## src/rtl/drop_scheduler_pkg.sv

```systemverilog
// Shared timing definitions for the falling-piece gravity logic: the level-0
// drop period, the request FSM state type and the period rule itself.
package tetris_timing_pkg;

    localparam int TICKS_L0 = 8;

    typedef enum logic {
        IDLE = 1'b0,
        REQ  = 1'b1
    } drop_state_t;

    // Ticks per drop: soft drop forces 1, higher levels shorten the period,
    // and anything at or beyond TICKS_L0 bottoms out at 1 rather than wrapping.
    function automatic int drop_period(input int level, input logic soft_drop, input int ticks_l0);
        if (soft_drop) begin
            return 1;
        end
        if (level < ticks_l0) begin
            return ticks_l0 - level;
        end
        return 1;
    endfunction

endpackage

```

## src/rtl/drop_scheduler_if.sv

```systemverilog
// Handshake bundle between the drop scheduler and the piece controller.
// The scheduler drives the request and status; the controller returns drop_ack.
interface drop_scheduler_if #(
    parameter int PEND_W = 3
);
    logic              drop_req;
    logic              drop_ack;
    logic [PEND_W-1:0] pending;
    logic              overrun;

    modport master (
        output drop_req,
        output pending,
        output overrun,
        input  drop_ack
    );

    modport slave (
        input  drop_req,
        input  pending,
        input  overrun,
        output drop_ack
    );
endinterface

```

## src/rtl/drop_scheduler_period_calc.sv

```systemverilog
// Combinational translation of level/soft_drop into the tick period used by
// the drop scheduler's tick counter.
module drop_period_calc
    import tetris_timing_pkg::*;
#(
    parameter int TICKS_L0_P = TICKS_L0,
    parameter int LEVEL_W    = 4,
    parameter int CNT_W      = 8
) (
    input  logic [LEVEL_W-1:0] level,
    input  logic               soft_drop,
    output logic [CNT_W-1:0]   period
);

    // Period is never zero and never wraps, so the counter compare stays simple.
    always_comb begin
        period = CNT_W'(drop_period(int'(level), soft_drop, TICKS_L0_P));
    end

endmodule

```

## src/rtl/drop_scheduler.sv

```systemverilog
// Gravity drop scheduler: counts tick pulses against the level-dependent
// period, queues drop events in a saturating counter and hands each one to
// the piece controller through a req/ack handshake.
module drop_scheduler
    import tetris_timing_pkg::*;
#(
    parameter int TICKS_L0_P = TICKS_L0,
    parameter int LEVEL_W    = 4,
    parameter int CNT_W      = 8,
    parameter int PEND_W     = 3
) (
    input  logic               clk,
    input  logic               rst,
    input  logic               tick,
    input  logic [LEVEL_W-1:0] level,
    input  logic               soft_drop,
    input  logic               pause,
    input  logic               clear,
    drop_scheduler_if.master   bus
);

    localparam logic [PEND_W-1:0] PEND_MAX = '1;
    localparam logic [PEND_W-1:0] PEND_ONE = {{(PEND_W-1){1'b0}}, 1'b1};

    logic [CNT_W-1:0]  tick_cnt;
    logic [CNT_W-1:0]  period;
    logic [CNT_W:0]    cnt_inc;
    logic [PEND_W-1:0] pending_q;
    logic              overrun_q;
    logic              qual_tick;
    logic              drop_event;
    logic              ack_taken;
    drop_state_t       state;
    drop_state_t       state_next;

    drop_period_calc #(
        .TICKS_L0_P (TICKS_L0_P),
        .LEVEL_W    (LEVEL_W),
        .CNT_W      (CNT_W)
    ) u_period (
        .level     (level),
        .soft_drop (soft_drop),
        .period    (period)
    );

    // A drop fires when the incremented count reaches or passes the period;
    // the >= keeps a mid-count period shrink from skipping the drop.
    always_comb begin
        cnt_inc    = {1'b0, tick_cnt} + {{CNT_W{1'b0}}, 1'b1};
        qual_tick  = tick & ~pause & ~clear;
        drop_event = qual_tick && (cnt_inc >= {1'b0, period});
        ack_taken  = (state == REQ) && bus.drop_ack;
    end

    // Tick counter: cleared on clear, advanced only by qualifying ticks.
    always_ff @(posedge clk or negedge rst) begin
        if (!rst) begin
            tick_cnt <= '0;
        end else if (clear) begin
            tick_cnt <= '0;
        end else if (qual_tick) begin
            tick_cnt <= drop_event ? '0 : cnt_inc[CNT_W-1:0];
        end
    end

    // Pending queue depth and sticky overrun; clear flushes the queue but
    // deliberately keeps the overrun record for the game logic.
    always_ff @(posedge clk or negedge rst) begin
        if (!rst) begin
            pending_q <= '0;
            overrun_q <= 1'b0;
        end else if (clear) begin
            pending_q <= '0;
        end else begin
            unique case ({drop_event, ack_taken})
                2'b10: begin
                    if (pending_q == PEND_MAX) begin
                        overrun_q <= 1'b1;
                    end else begin
                        pending_q <= pending_q + PEND_ONE;
                    end
                end
                2'b01:   pending_q <= pending_q - PEND_ONE;
                default: pending_q <= pending_q;
            endcase
        end
    end

    // Handshake state register.
    always_ff @(posedge clk or negedge rst) begin
        if (!rst) begin
            state <= IDLE;
        end else begin
            state <= state_next;
        end
    end

    // Request FSM: every request is followed by at least one IDLE cycle.
    always_comb begin
        state_next = state;
        unique case (state)
            IDLE:    if (pending_q != '0) state_next = REQ;
            REQ:     if (bus.drop_ack)    state_next = IDLE;
            default: state_next = IDLE;
        endcase
        if (clear) begin
            state_next = IDLE;
        end
    end

    assign bus.drop_req = (state == REQ);
    assign bus.pending  = pending_q;
    assign bus.overrun  = overrun_q;

endmodule
```

## src/flat_wrapper.sv

```systemverilog
// flat-port wrapper written by rule: the top's interface ports become plain ports
module drop_scheduler_flat import tetris_timing_pkg::*;
#(
    parameter int TICKS_L0_P = TICKS_L0,
    parameter int LEVEL_W    = 4,
    parameter int CNT_W      = 8,
    parameter int PEND_W     = 3
)
  (clk, rst, tick, level, soft_drop, pause, clear, bus_drop_req, bus_pending, bus_overrun, bus_drop_ack);
  drop_scheduler_if #(.PEND_W(PEND_W)) bus_i ();
  input  logic clk;
  input  logic rst;
  input  logic tick;
  input  logic [LEVEL_W-1:0] level;
  input  logic soft_drop;
  input  logic pause;
  input  logic clear;
  output wire logic [$bits(bus_i.drop_req)-1:0] bus_drop_req;
  output wire logic [$bits(bus_i.pending)-1:0] bus_pending;
  output wire logic [$bits(bus_i.overrun)-1:0] bus_overrun;
  input wire logic [$bits(bus_i.drop_ack)-1:0] bus_drop_ack;
  assign bus_drop_req = bus_i.drop_req;
  assign bus_pending = bus_i.pending;
  assign bus_overrun = bus_i.overrun;
  assign bus_i.drop_ack = bus_drop_ack;
  drop_scheduler #(.TICKS_L0_P(TICKS_L0_P), .LEVEL_W(LEVEL_W), .CNT_W(CNT_W), .PEND_W(PEND_W)) u_core (.clk(clk), .rst(rst), .tick(tick), .level(level), .soft_drop(soft_drop), .pause(pause), .clear(clear), .bus(bus_i));
endmodule
```

## config.mk

```make
export PLATFORM = sky130hd
export DESIGN_NAME = drop_scheduler_flat
export DESIGN_NICKNAME = d
export VERILOG_FILES = /design/src/rtl/drop_scheduler_pkg.sv /design/src/rtl/drop_scheduler_if.sv /design/src/rtl/drop_scheduler_period_calc.sv /design/src/rtl/drop_scheduler.sv /design/src/flat_wrapper.sv
export SDC_FILE = /design/constraint.sdc
export NUM_CORES = 1
export LEC_CHECK = 0
export CAP_MARGIN = 20
export CELL_PAD_IN_SITES_DETAIL_PLACEMENT = 1
export CELL_PAD_IN_SITES_GLOBAL_PLACEMENT = 1
export CORE_MARGIN = 2
export CORE_UTILIZATION = 40
export DETAILED_ROUTE_END_ITERATION = 6
export PLACE_DENSITY = 0.79
export SYNTH_ARGS = -nofsm -noshare
export SYNTH_HDL_FRONTEND = slang
export SYNTH_SLANG_ARGS = --single-unit
export TNS_END_PERCENT = 5
```

## constraint.sdc

```tcl
create_clock -name clk -period 4.3 [get_ports clk]
set_input_delay 0.43 -clock clk [delete_from_list [all_inputs] [get_ports clk]]
set_output_delay 0.43 -clock clk [all_outputs]
set_load 0.03 [all_outputs]
```

==> summary.txt, run 1 <==
Die
  • Effective utilization at floorplan: 0.424
  • Die height: 55.5 µm
  • Die ar.: 3080 µm²
  • Ports: 16
  • Row count: 18
  • Die X: 55.5 µm
  • Core ar.: 2500 µm²

Critical path
  • CP Launch Type: input port
  • R2R cell count: 16
  • Worst EP arrival: 4.25 ns
  • Worst Path Buf+Inv: 3
  • WS Path Type: in2reg
  • CP max stage delay: 0.52 ns
  • Crit-path cells: clkdlybuf4s50_1, inv_1, ha_1, or4_1, a21oi_2, nand2_1, ha_1, nand2b_1, a31oi_1, o21ai_2, buf_4, o211ai_4, a21boi_2, nor2_1, fa_1, nand2_1, or3_1, a31oi_1, a21o_1
  • Reg2reg setup slack: 0.93 ns
  • Reg2reg end: u_core.bus.pending[1]
  • CP top delay family: compound AO/OA/AOI/OAI gates
  • Worst r2r src: u_core.tick_cnt[0]
  • Crit path max-delay cell type: clkdlybuf4s50_1
  • Worst path required time: 4.53 ns
  • Worst Path Max Fanout: 3
  • Critical Path End Type: register

Clocking
  • CTS Sinks: 13
  • Num CTS Buffers: 3
  • Clk Latency, worst-skew pair: 0.29 ns
  • Number of setup buffers added after CTS: 0
  • CTS max path bufs: 2
  • H-tree Lvls: 1
  • CTS Hold Bufs: 0
  • CTS root buf: clkbuf_4
  • CTS tree: yes
  • Post-cts gate resize count: 0
  • Clk pin slew, worst setup/hold paths: 0.09 ns

Global routing
  • GRT Total Usage: 0.195
  • Congestion Overflow GR: 0
  • Pin count of the biggest net entering global routing: 14
  • Vias in the first global route: 1,030
  • Initial antenna violation count: 0
  • First-pass GRT wire length: 4770 µm

Timing
  • Slew Limit Fails: 0
  • Fmax: 249 MHz
  • Unrepaired setup endpoints after global routing: no
  • Final setup viols: 0
  • Clock Skew: 0.00538 ns
  • Worst relative slew slack: 0.584
  • Period utilization: 0.934
  • Crit path time final: 4.01 ns
  • Worst-Margin Slew: 0.622 ns
  • WHS: 0.484 ns
  • Final Hold Vio Count: 0
  • Fin worst setup slack: 0.286 ns

Routing
  • Number of nets still failing antenna checks after routing: 0
  • Avg WL per Cell: 16.8 µm
  • Vias/cell: 5.78
  • Via Count: 977
  • Pre-antenna DRT Iters: 4
  • DRT iter0 DRCs: 18
  • DRC errors left: 0
  • Routed WL: 2840 µm

Yosys
  • Top cells by area, synth: dfrtp_1 31%, ha_1 11%, nand2_1 5.0%, o21ai_0 4.7%, xnor2_1 4.1%
  • Sequential area share after synthesis: 0.307
  • Synth top area share: 0.307
  • Synthesized Nets: 138
  • Cell variety after synth: 39
  • #FFs+latches synth: 13
  • Yosys warns: 0
  • Cell accounting for the most synthesized area: dfrtp_1
  • Syn Std Cell Area: 1060 µm²
  • Mapped Avg Cell Area: 9.06 µm²
  • Synth Instances: 117

Place
  • Setup slack at placement: -0.179 ns
  • IO buf count: 15
  • Final HPWL DP: 2270 µm
  • RePlAce Congestion: 0.760

Power and ir drop
  • P per Cell Area: 301 nW/µm²
  • Pwr Total: 0.397 mW
  • VDD IR-drop max: 0.254 mV
  • Static Leakage: 0.612 nW

Layout
  • Area grow syn2layout: 24.2%
  • Fraction of final layout cells sized beyond drive strength 1: 0.144
  • Antenna diodes: 0
  • FILL cells: 301
  • Nets: 161

Min path
  • Min-delay src: u_core.bus.overrun
  • Hold Crit Class: reg2reg
  • Hold Crit Depth: 1
  • WHS Endpoint: u_core.bus.overrun

Job
  • Max-cap check violation count: 0

Outcome
  • Status: complete, no violations
## cell type report
class                           instances  area [µm²]  area share
Inverter                                3        11.3     0.00856
Clock inverter                          1        5.00     0.00380
Timing Repair Buffer                   20         188       0.143
Tap cell                               30        37.5      0.0285
Multi-Input combinational cell         99         727       0.552
Clock buffer                            3        22.5      0.0171
Sequential cell                        13         325       0.247
## how the worst max path moves through the flow
stage / start / endpoint / slack, ns / cells past startpoint
floorplan: level[0] / u_core.bus.pending[1] / 0.56 / 17
global placement: level[0] / u_core.bus.pending[1] / 0.05 / 19
detailed placement: level[0] / u_core.bus.pending[1] / -0.18 / 19
CTS: level[0] / u_core.bus.pending[1] / 0.08 / 19
global route: level[0] / u_core.bus.pending[1] / 0.02 / 19
finish: level[0] / u_core.bus.pending[1] / 0.29 / 19
## state kept, by name (all words and copies together) (netlist names)
signal	flops
u_core.bus.drop_req	1
u_core.bus.overrun	1
u_core.bus.pending	3
u_core.tick_cnt	8
## metrics by stage
stage / utilization / cells / cell area [µm²] / TNS, ns
4_1_cts: 0.522 / 169 / 1310 / 0
3_3_place_gp: 0.511 / 165 / 1280 / 0
6_report: 0.527 / 169 / 1320 / 0
2_1_floorplan: - / 117 / 1060 / 0
5_1_grt: 0.527 / 169 / 1320 / 0
3_5_place_dp: 0.511 / 165 / 1280 / -0.179
## Yosys cell counts, drive strengths merged
library cell	instances
inv	3
a21bo	1
nand3b	2
a21boi	2
ha	9
nand3	6
or3	1
o211ai	2
a211oi	1
or4	1
nor2	7
nor4	2
a21o	3
xnor2	5
nor2b	2
o311a	1
nand2	14
a31o	2
nor3	3
nand4	5
a21oi	2
o21ai	11
o32ai	1
and3	4
a31oi	3
and2	1
clkbuf	2
dfrtp	13
o31ai	1
xor2	3
fa	1
nand2b	3
## kinds of logic (layout without fill, tap and decap cells)
family,Yosys count,count (layout),share of synthesized area
AOI/OAI and AO/OA,30,30,0.211
adders and majority gates,10,10,0.125
DFF,13,13,0.307
buffers and inverters,5,27,0.0177
xor gates and xnor gates,8,8,0.0838
and+or+nand+nor,51,51,0.255
## layout by cell type (no fill, tap or decap), types with 2 or more instances in the layout
master           Yosys  routed
clkbuf_4             0       3
nand3_1              6       6
nand4_1              5       5
nor2_1               7       7
a31oi_1              2       2
nand2_1             14      14
ha_1                 9       9
nor3_1               3       3
a31o_2               2       2
clkdlybuf4s50_1      0      15
xnor2_1              5       5
o21ai_0             10      10
nand3b_1             2       2
xor2_1               2       2
nand2b_1             3       3
nor2b_1              2       2
a21o_1               3       3
inv_1                3       3
buf_4                0       5
and3_1               3       3
dfrtp_1             13      13
## report_power, final
| group | internal (mW) | leakage (nW) | total, mW | switching [mW] |
|---|---|---|---|---|
| sequential | 0.135 | 0.180 | 0.157 | 0.0220 |
| clock | 0.0346 | 0.0177 | 0.0817 | 0.0471 |
| combinational | 0.0701 | 0.414 | 0.158 | 0.0878 |
## routing by layer
layer  up-vias  share of wire  global-route usage
met1       482           0.46               0.255
met2        13           0.51               0.335
met5         -              0                   0
met4         0         0.0046              0.0314
li1        479              -                   -
met3         3          0.025              0.0398
(Power assumes the default switching activity.)
==> run 2, diff against run 1 <==
- CORE_UTILIZATION: 40 -> 41
- PLACE_DENSITY: 0.79 -> 0.8
- SYNTH_HIERARCHICAL: default -> 1
==> run 2 against run 1 <==
First-iteration DRC count unchanged. Non-clock buffer count fell by 3. Register-to-register slack gained 0.44 ns. Largest cell class unchanged. Combinational power is 3% lower. Clock power is 6.5% lower. Routed wire length down 7.9%. Maximum frequency rose by 10%. Critical path type unchanged. Via count down 3.5%.
==> summary.txt, run 2 <==
Outcome
  • Status: complete, no violations

Critical path
  • Critical Path End Type: register
  • R2R cell count: 13
  • Worst Path Max Fanout: 6
  • WS Path Type: in2reg
  • Crit-path cells: clkdlybuf4s50_1, inv_1, ha_1, or3_4, nor4b_2, inv_1, ha_1, nand3_1, a211o_1, a41oi_2, inv_1, fa_1, mux2i_1, o21ai_1
  • Reg2reg setup slack: 1.37 ns
  • Worst Path Buf+Inv: 4
  • CP max stage delay: 0.57 ns
  • CP top delay family: adder cells
  • Reg2reg end: u_core/bus.pending[1]
  • Worst EP arrival: 3.80 ns
  • Worst r2r src: u_core/tick_cnt[0]
  • Most used cell, CP: inv_1
  • Crit path max-delay cell type: clkdlybuf4s50_1
  • CP Launch Type: input port
  • Worst path required time: 4.46 ns

Routing
  • Pre-antenna DRT Iters: 4
  • DRC errors left: 0
  • Avg WL per Cell: 15.4 µm
  • Routed WL: 2610 µm
  • Number of nets still failing antenna checks after routing: 0
  • Via Count: 943
  • DRT iter0 DRCs: 18
  • Vias/cell: 5.58

Timing
  • Period utilization: 0.845
  • Worst relative slew slack: 0.574
  • Slew Limit Fails: 0
  • Worst-Margin Slew: 0.639 ns
  • WHS: 0.474 ns
  • Final setup viols: 0
  • Clock Skew: 0.00121 ns
  • Fmax: 275 MHz
  • Final setup TNS: 0 ns
  • Final Hold Vio Count: 0
  • Unrepaired setup endpoints after global routing: no
  • Crit path time final: 3.63 ns

Yosys
  • Cell accounting for the most synthesized area: dfrtp_1
  • #FFs+latches synth: 13
  • Post-synthesis mux area share: 0.0180
  • Synth async-reset ratio: 1.00
  • Yosys warns: 6
  • Compound-Gate Fraction of Synth Area: 0.150
  • Post-synthesis xor/xnor area fraction: 0.0857
  • Simple-gate area share of the yosys netlist: 0.255
  • Synth Instances: 122
  • Mapped Avg Cell Area: 9.10 µm²
  • Top cells by area, synth: dfrtp_1 29%, ha_1 11%, nand2_1 6.8%, inv_1 4.4%, xnor2_1 3.9%
  • Sequential area share after synthesis: 0.293
  • Synthesized Nets: 144
  • EDFF count, synth: 0
  • Syn Std Cell Area: 1110 µm²
  • Ys flop type: dfrtp_1
  • Top cells by count, synth: 20 x nand2_1, 13 x dfrtp_1, 13 x inv_1
  • Synth top area share: 0.293
  • Main combinational cell family by area after synthesis: simple AND/OR/NAND/NOR gates
  • Top-count cell post-synth: nand2_1
  • Synthesized-area fraction occupied by adder cells: 0.131
  • Cell variety after synth: 36

Die
  • Ports: 16
  • Die X: 56.0 µm
  • Die height: 56.0 µm
  • Die ar.: 3140 µm²
  • Effective utilization at floorplan: 0.440
  • Core ar.: 2520 µm²
  • Row count: 18

Global routing
  • Initial antenna violation count: 0
  • Pin count of the biggest net entering global routing: 14
  • First-pass GRT wire length: 4560 µm
  • Vias in the first global route: 1,015
  • Congestion Overflow GR: 0
  • GRT Total Usage: 0.185

Clocking
  • CTS Hold Bufs: 0
  • Num CTS Buffers: 3
  • CTS Sinks: 13
  • CTS root buf: clkbuf_4
  • Number of setup buffers added after CTS: 0
  • Clk pin slew, worst setup/hold paths: 0.08 ns
  • Post-cts gate resize count: 0
  • Clk Latency, worst-skew pair: 0.28 ns
  • CTS tree: yes
  • CTS max path bufs: 2
  • H-tree Lvls: 1

Power and ir drop
  • Static Leakage: 0.611 nW
  • VDD IR-drop max: 0.261 mV
  • Pwr Total: 0.387 mW
  • P per Cell Area: 295 nW/µm²

Layout
  • Commonest non-fill, non-tap cells in the layout: 20 x nand2_1, 15 x clkdlybuf4s50_1, 13 x inv_1, 13 x dfrtp_1, 10 x ha_1
  • Most common cell after layout, fill and taps aside: nand2_1
  • Biggest register: u_core/tick_cnt
  • Max FFs per register: 8
  • Area grow syn2layout: 18.3%
  • Fraction of final layout cells sized beyond drive strength 1: 0.115
  • Antenna diodes: 0
  • Nets: 162

Job
  • Max-cap check violation count: 0

Place
  • IO buf count: 15
  • Final HPWL DP: 2170 µm
  • RePlAce Congestion: 0.762

Min path
  • WHS Endpoint: u_core/bus.overrun
  • Hold Crit Depth: 1
  • Hold Crit Class: reg2reg
  • Min-delay src: u_core/bus.overrun
==> run 2: kinds of logic after synthesis <==
logic type | Yosys count
flops | 13
simple gates | 50
compound gates | 19
mux | 2
buf+inv | 17
fa+ha+maj | 11
xor+xnor | 10
==> run 2: worst max path at each step <==
stage | startpoint | to | slack, ns | cells after the start
6_report | level[0] | u_core/bus.pending[1] | 0.67 | 14
4_1_cts | level[0] | u_core/bus.pending[1] | 0.66 | 14
2_1_floorplan | level[0] | u_core/bus.pending[1] | 0.91 | 15
3_5_place_dp | level[0] | u_core/bus.pending[1] | 0.35 | 14
5_1_grt | level[0] | u_core/bus.pending[1] | 0.43 | 14
3_3_place_gp | level[0] | u_core/bus.pending[1] | 0.48 | 14
==> run 2: cell type report <==
class	count	area, µm²
Clock buffer	4	26.3
Sequential cell	13	325
Tap cell	30	37.5
Timing Repair Buffer	17	165
Inverter	13	48.8
Fill cell	295	1210
Multi-Input combinational cell	92	709
==> run 2: power breakdown <==
| group | switching (mW) | internal [mW] | leakage, nW | total, mW |
|---|---|---|---|---|
| sequential | 0.0220 | 0.135 | 0.180 | 0.157 |
| clock | 0.0404 | 0.0360 | 0.0150 | 0.0764 |
| combinational | 0.0819 | 0.0713 | 0.416 | 0.153 |
==> run 2: routing by layer <==
layer	part of all wire	global-route usage	vias up
met2	0.51	0.323	12
met3	0.034	0.0302	4
met5	0	0	-
li1	-	-	457
met1	0.45	0.233	470
met4	0.0092	0.0510	0
==> run 2: metrics by stage <==
stage | instances | util | worst slack, ns | area, µm²
after global routing | 169 | 0.520 | 0.433 | 1310
after global placement | 165 | 0.510 | 0.480 | 1290
after CTS | 169 | 0.520 | 0.659 | 1310
after floorplan | 122 | - | 0.908 | 1110
after detailed placement | 165 | 0.510 | 0.349 | 1290
final | 169 | 0.520 | 0.666 | 1310
